$ cat config.mk
export PLATFORM = sky130hd
export DESIGN_NAME = fpu_normalize
export DESIGN_NICKNAME = d
export VERILOG_FILES = /design/src/rtl/fpu_pkg.sv /design/src/rtl/fpu_lzc.sv /design/src/rtl/fpu_normalize.sv
export SDC_FILE = /design/constraint.sdc
export NUM_CORES = 1
export LEC_CHECK = 0
export CORE_ASPECT_RATIO = 0.5
export CORE_MARGIN = 3
export CORE_UTILIZATION = 30
export DETAILED_ROUTE_END_ITERATION = 10
export GPL_TIMING_DRIVEN = 0
export SLEW_MARGIN = 20
export SYNTH_ARGS = -nofsm -noshare
export SYNTH_HDL_FRONTEND = slang
export SYNTH_SLANG_ARGS = --single-unit
$ cat constraint.sdc
create_clock -name clk -period 12.6 [get_ports clk]
set_input_delay 1.26 -clock clk [delete_from_list [all_inputs] [get_ports clk]]
set_output_delay 1.26 -clock clk [all_outputs]
set_load 0.02 [all_outputs]
$ cat src/rtl/fpu_pkg.sv
// Shared types and width helpers for the FPU normalizer.
package fpu_pkg;

    typedef enum logic [1:0] {
        IDLE,
        SHIFT,
        DONE
    } state_t;

    typedef enum logic [2:0] {
        PK_NONE,
        PK_NORM,
        PK_ZERO,
        PK_UNDER,
        PK_CLAMP
    } pack_t;

    localparam int EXP_MIN_NORM = 1;

    function automatic int exp_max(input int e);
        return (1 << e) - 1;
    endfunction

    function automatic int mant_width(input int s);
        return 2 * (s + 1);
    endfunction

    function automatic int lz_width(input int m);
        return $clog2(m + 1);
    endfunction

endpackage

$ cat src/rtl/fpu_lzc.sv
// Combinational leading-zero counter; count is WIDTH when the input is zero.
module fpu_lzc #(
    parameter int WIDTH = 105,
    parameter int CNT_W = $clog2(WIDTH + 1)
) (
    input  logic [WIDTH-1:0] data_i,
    output logic [CNT_W-1:0] count_o,
    output logic             zero_o
);

    always_comb begin
        count_o = CNT_W'(WIDTH);
        for (int i = 0; i < WIDTH; i++) begin
            if (data_i[i]) begin
                count_o = CNT_W'(WIDTH - 1 - i);
            end
        end
    end

    assign zero_o = ~|data_i;

endmodule

$ cat src/rtl/fpu_normalize.sv
// Multi-cycle leading-one normalizer ahead of the FPU rounder.
// Define FPU_NORMALIZE_SUBNORMAL_EN for gradual underflow; default flushes to zero.
module fpu_normalize
    import fpu_pkg::*;
#(
    parameter int EXPONENT_WIDTH    = 11,
    parameter int SIGNIFICAND_WIDTH = 52,
    parameter int SHIFT_STEP        = 4
) (
    input  logic                                 clk,
    input  logic                                 rst_n,
    input  logic                                 in_valid,
    output logic                                 in_ready,
    input  logic                                 in_sign,
    input  logic [EXPONENT_WIDTH+1:0]            in_exponent,
    input  logic [2*(SIGNIFICAND_WIDTH+1)-1:0]   in_mantissa,
    output logic                                 out_valid,
    input  logic                                 out_ready,
    output logic                                 out_sign,
    output logic [EXPONENT_WIDTH-1:0]            out_exponent,
    output logic [SIGNIFICAND_WIDTH:0]           out_significand,
    output logic                                 out_guard,
    output logic                                 out_round,
    output logic                                 out_sticky,
    output logic                                 out_zero,
    output logic                                 out_overflow,
    output logic                                 out_underflow
);

    localparam int E  = EXPONENT_WIDTH;
    localparam int S  = SIGNIFICAND_WIDTH;
    localparam int M  = mant_width(S);
    localparam int XW = E + 2;
    localparam int LW = lz_width(M);

    localparam logic signed [XW-1:0] ONE_X  = XW'(EXP_MIN_NORM);
    localparam logic signed [XW-1:0] TOP_X  = XW'(exp_max(E));
    localparam logic signed [XW-1:0] STEP_X = XW'(SHIFT_STEP);
    localparam logic [LW-1:0]        STEP_L = LW'(SHIFT_STEP);

    state_t                state_q, state_d;
    logic                  sign_q;
    logic signed [XW-1:0]  exp_q, exp_d;
    logic [M-1:0]          mant_q, mant_d;
    logic                  sticky_q, sticky_d;

    logic [LW-1:0]         lz;
    logic                  lz_none;

    pack_t                 pk;
    logic [M-1:0]          pk_m;
    logic signed [XW-1:0]  pk_e;
    logic                  pk_st;
    logic [S+3:0]          cut;

    logic [E-1:0]          rexp_q, rexp_d;
    logic [S:0]            rsig_q, rsig_d;
    logic [2:0]            rgrs_q, rgrs_d;
    logic [2:0]            rflg_q, rflg_d;

    logic signed [XW-1:0]  room, exp_l;
    logic [LW-1:0]         lim, sh_l, resid;
    logic [M-1:0]          mant_l;

`ifdef FPU_NORMALIZE_SUBNORMAL_EN
    logic [XW-1:0]         need;
    logic [LW-1:0]         sh_r;
    logic [M-1:0]          rmask;
`endif

    fpu_lzc #(
        .WIDTH(M - 1),
        .CNT_W(LW)
    ) u_lzc (
        .data_i (mant_q[M-2:0]),
        .count_o(lz),
        .zero_o (lz_none)
    );

    // {significand, guard, round, sticky} taken below the implied-bit position
    function automatic logic [S+3:0] slice(input logic [M-1:0] m,
                                           input logic st);
        return {m[M-2 -: S+1], m[M-S-3], m[M-S-4],
                st | (|m[M-S-5:0])};
    endfunction

    always_comb begin
        state_d  = state_q;
        exp_d    = exp_q;
        mant_d   = mant_q;
        sticky_d = sticky_q;
        pk       = PK_NONE;
        pk_m     = mant_q;
        pk_e     = exp_q;
        pk_st    = sticky_q;

        // left shift never takes the exponent below one
        room   = exp_q - ONE_X;
        lim    = ($signed(room) < STEP_X) ? LW'(room) : STEP_L;
        sh_l   = (lz < lim) ? lz : lim;
        resid  = lz - sh_l;
        exp_l  = exp_q - XW'(sh_l);
        mant_l = mant_q << sh_l;

`ifdef FPU_NORMALIZE_SUBNORMAL_EN
        need  = ONE_X - exp_q;
        sh_r  = (need < XW'(SHIFT_STEP)) ? LW'(need) : STEP_L;
        rmask = ~({M{1'b1}} << sh_r);
`endif

        unique case (state_q)
            IDLE: begin
                if (in_valid) begin
                    exp_d    = in_exponent;
                    mant_d   = in_mantissa;
                    sticky_d = 1'b0;
                    state_d  = SHIFT;
                end
            end
            SHIFT: begin
                if (lz_none && !mant_q[M-1] && !sticky_q) begin
                    pk = PK_ZERO;
                end else if ($signed(exp_q) < $signed(ONE_X)) begin
`ifdef FPU_NORMALIZE_SUBNORMAL_EN
                    if (need > XW'(S + 3)) begin
                        pk = PK_CLAMP;
                    end else begin
                        mant_d   = mant_q >> sh_r;
                        sticky_d = sticky_q | (|(mant_q & rmask));
                        exp_d    = exp_q + XW'(sh_r);
                    end
`else
                    pk = PK_UNDER;
`endif
                end else if (mant_q[M-1]) begin
                    pk    = PK_NORM;
                    pk_m  = mant_q >> 1;
                    pk_e  = exp_q + ONE_X;
                    pk_st = sticky_q | mant_q[0];
                end else if (resid == '0) begin
                    pk   = PK_NORM;
                    pk_m = mant_l;
                    pk_e = exp_l;
                end else if (exp_l == ONE_X) begin
                    pk   = PK_UNDER;
                    pk_m = mant_l;
                    pk_e = exp_l;
                end else begin
                    mant_d = mant_l;
                    exp_d  = exp_l;
                end
                if (pk != PK_NONE) begin
                    state_d = DONE;
                end
            end
            DONE: begin
                if (out_ready) begin
                    state_d = IDLE;
                end
            end
            default: state_d = IDLE;
        endcase
    end

    always_comb begin
        rexp_d = rexp_q;
        rsig_d = rsig_q;
        rgrs_d = rgrs_q;
        rflg_d = rflg_q;
        cut    = slice(pk_m, pk_st);
        unique case (pk)
            PK_NORM: begin
                if ($signed(pk_e) >= TOP_X) begin
                    rexp_d = '1;
                    rsig_d = '0;
                    rgrs_d = '0;
                    rflg_d = 3'b010;
                end else begin
                    rexp_d           = pk_e[E-1:0];
                    {rsig_d, rgrs_d} = cut;
                    rflg_d           = 3'b000;
                end
            end
            PK_ZERO: begin
                rexp_d = '0;
                rsig_d = '0;
                rgrs_d = '0;
                rflg_d = 3'b100;
            end
            PK_UNDER: begin
`ifdef FPU_NORMALIZE_SUBNORMAL_EN
                rexp_d           = '0;
                {rsig_d, rgrs_d} = cut;
                rflg_d           = 3'b001;
`else
                rexp_d = '0;
                rsig_d = '0;
                rgrs_d = '0;
                rflg_d = 3'b101;
`endif
            end
            PK_CLAMP: begin
                rexp_d = '0;
                rsig_d = '0;
                rgrs_d = {2'b00, (|pk_m) | pk_st};
                rflg_d = 3'b001;
            end
            default: ;
        endcase
    end

    always_ff @(posedge clk or negedge rst_n) begin
        if (!rst_n) begin
            state_q  <= IDLE;
            sign_q   <= 1'b0;
            exp_q    <= '0;
            mant_q   <= '0;
            sticky_q <= 1'b0;
            rexp_q   <= '0;
            rsig_q   <= '0;
            rgrs_q   <= '0;
            rflg_q   <= '0;
        end else begin
            state_q  <= state_d;
            exp_q    <= exp_d;
            mant_q   <= mant_d;
            sticky_q <= sticky_d;
            rexp_q   <= rexp_d;
            rsig_q   <= rsig_d;
            rgrs_q   <= rgrs_d;
            rflg_q   <= rflg_d;
            if (state_q == IDLE && in_valid) begin
                sign_q <= in_sign;
            end
        end
    end

    assign in_ready        = (state_q == IDLE);
    assign out_valid       = (state_q == DONE);
    assign out_sign        = sign_q;
    assign out_exponent    = rexp_q;
    assign out_significand = rsig_q;
    assign out_guard       = rgrs_q[2];
    assign out_round       = rgrs_q[1];
    assign out_sticky      = rgrs_q[0];
    assign out_zero        = rflg_q[2];
    assign out_overflow    = rflg_q[1];
    assign out_underflow   = rflg_q[0];

endmodule

==> impl_metrics.csv <==
group,metric,value,unit
synth,ys_seq_elements,192,
synth,syn_nets,2904,
global_routing,gr-usage-all-layers,39.5,%
worst_hold_path,min-delay-start,"rgrs_q[1]",
global_routing,antenna_found_initial,12,
synth,synth-main-ff-cell,"dfrtp_1",
drt,drtPass1Iterations,6,
cts,cts_hold_buffers,0,
timing,finalClockSkew,23.0,ps
synth,synthArstFlopShare,100,%
critical_path,crit_path_end_kind,"register",
die,fp-row-count,67,
placed_design,gp_congestion,1.07,
placed_design,dp_hpwl,120000,µm
layout,nets,3138,
critical_path,crit_path_start_kind,"register",
drt,vias,25500,
die,die_area,71700,µm²
timing,min_period_over_period,97.0,%
cts,h-tree-depth,4,
critical_path,max_stage_delay,770,ps
timing,final-setup-viol-count,0,
run_status,status,"completed",
critical_path,reg2reg_depth,37,
die,die-width,376,µm
critical_path,cp_num_cells,37,
critical_path,cp_num_buf_inv,11,
cts,cts_tree,"built",
cts,cts_root_buf,"clkbuf_16",
critical_path,reg2reg_to,"out_significand[49]",
timing,rsz0062_at_grt,"false",
timing,fmax,81.8,MHz
drt,route.detailed.drc,0,
critical_path,critPathKind,"reg -> reg",
global_routing,grt-ovfl-total,0,
synth,synth_warnings,0,
timing,finalHoldViolCount,0,
synth,syn_area,20500,µm²
drt,routedWlPerCell,37.3,µm
synth,seq_area_frac_synth,23.4,%
cts,cts_buffer_depth,2,
drt,drt_iter0_markers,3810,
drt,vias_per_cell,6.51,
die,ios,197,
drt,ant_nets,0,
job,cap_viol_max_count,0,
synth,avgSynthCellArea,7.41,µm²
placed_design,portBuffers,196,
synth,synth_cells,2767,
die,start_util,30.5,%
drt,totalWireLength,146000,µm
timing,tightest_slew,1380,ps
worst_hold_path,min_delay_worst_endpoint,"rgrs_q[1]",
global_routing,grt_pass1_wl,198000,µm
cts,cts.sink_count,192,
cts,cts_inserted_buffers,17,
timing,drv_slew,0,
cts,clkLatencyLatePin,510,ps
layout,layout_common_cells,"nand2_1, mux2i_1, nor2_1",
critical_path,cp_max_fo,10,
critical_path,r2r_slack,380,ps
global_routing,grt_max_degree,86,
layout,drive_gt1_share,6.93,%
synth,synth_edf_count,0,
critical_path,worstPathArrival,12610,ps
critical_path,cp.required,12980,ps
worst_hold_path,hp-class,"reg -> reg",
global_routing,grt_pass1_vias,23900,
die,die_h,191,µm
critical_path,cpLargestDelayFamily,"buffers and inverters",
layout,area.growth.synth_to_final,20.0,%
layout,fin_util,36.6,%
critical_path,slowest_stage,"buf_1",
die,core_region_area,67300,µm²
cts,path_clk_slew,90,ps
critical_path,reg2reg_from,"exp_q[1]",
timing,period_needed,12220,ps
synth,ys_types,96,
layout,mostFrequentLayoutCell,"nand2_1",
timing,maxSlewHeadroom,8.09,%
worst_hold_path,hold_path_depth,2,
critical_path,cp_common_cell,"clkbuf_1",
[final cells by class]
cell class | count | area (µm²)
clock buffer | 17 | 425
inverter | 53 | 203
antenna | 3 | 7.51
fill | 7163 | 42700
timing repair buffer | 216 | 2170
clock inverter | 15 | 193
multi-input combinational | 2243 | 14500
sequential | 192 | 4800
buffer | 278 | 1170
tap | 897 | 1120
[worst max path at each step]
stage	from	end	slack (ps)
detailed placement	exp_q[1]	mant_q[23]	-460
finish	exp_q[1]	out_significand[49]	380
global route	exp_q[1]	out_significand[3]	110
global placement	exp_q[1]	mant_q[4]	-1240
CTS	exp_q[1]	mant_q[85]	0.2
floorplan	exp_q[1]	rgrs_q[2]	3420
[worst register-to-register path, delay by kind of cell (launching register included)]
family	cells	cell delay [ps]
compound gates	13	3150
xor+xnor	2	440
fa+ha+maj	4	1220
buf+inv	11	4980
flops	1	390
simple gates	7	1930
[synthesized netlist by cell type (all sizes together), types with 26 or more instances]
cell type / instances / area (µm²)
nor4: 37 / 259
nor3: 92 / 460
inv: 50 / 190
nor2: 305 / 1150
buf: 85 / 409
a21oi: 193 / 992
dfrtp: 192 / 4800
o21a: 27 / 203
nand3: 56 / 280
o22ai: 26 / 163
a221oi: 55 / 482
nand2: 372 / 1400
mux2i: 340 / 3400
o21ai: 191 / 978
mux2: 38 / 435
clkbuf: 194 / 729
a31oi: 48 / 300
a211oi: 107 / 821
[registers in the layout, summed over array words and instances (netlist names)]
name             cells
rflg_q               3
exp_q               13
out_significand     53
out_exponent        11
out_sign             1
rgrs_q               3
state_q              2
mant_q             106
[per-stage QoR]
step	cells	setup slack [ps]	instance area [µm²]	TNS [ps]	hold WS [ps]
6_report	3914	376	24600	0	486
5_1_grt	3911	105	24600	0	507
4_1_cts	3910	0.180	24500	0	496
3_5_place_dp	3876	-457	23900	-21290	472
3_3_place_gp	3860	-1240	23600	-145600	460
2_1_floorplan	2767	3420	20500	0	518
[cells by family (layout without fill, tap and decap cells)]
group / after synthesis / in the layout / synth area share [%]
buf+inv: 332 / 579 / 6.54
xor+xnor: 27 / 27 / 1.28
flops: 192 / 192 / 23.4
mux: 380 / 380 / 18.9
compound gates: 858 / 858 / 28.4
other cells: 0 / 3 / 0
simple gates: 962 / 962 / 20.5
fa+ha+maj: 16 / 16 / 0.940
[metal layers]
| metal | up-vias | track usage [%] | part of all wire [%] |
|---|---|---|---|
| li1 | 10700 | - | - |
| met3 | 299 | 15.1 | 13 |
| met4 | 14 | 13.0 | 3.8 |
| met2 | 1606 | 56.1 | 40 |
| met1 | 12900 | 54.5 | 43 |
| met5 | - | 0 | 0.11 |
[timing repair]
| action | in CTS | in global routing |
|---|---|---|
| setup endpoints to repair | 163 | 181 |
| pin swaps | 1 | 0 |
| cloned | 0 | 0 |
| buffers inserted | 2 | 1 |
| hold endpoints to repair | 0 | 0 |
| gates resized for setup | 7 | 17 |
Power is not shown: default switching activity piles up to over one toggle a cycle in this logic, so the estimate is an artifact.
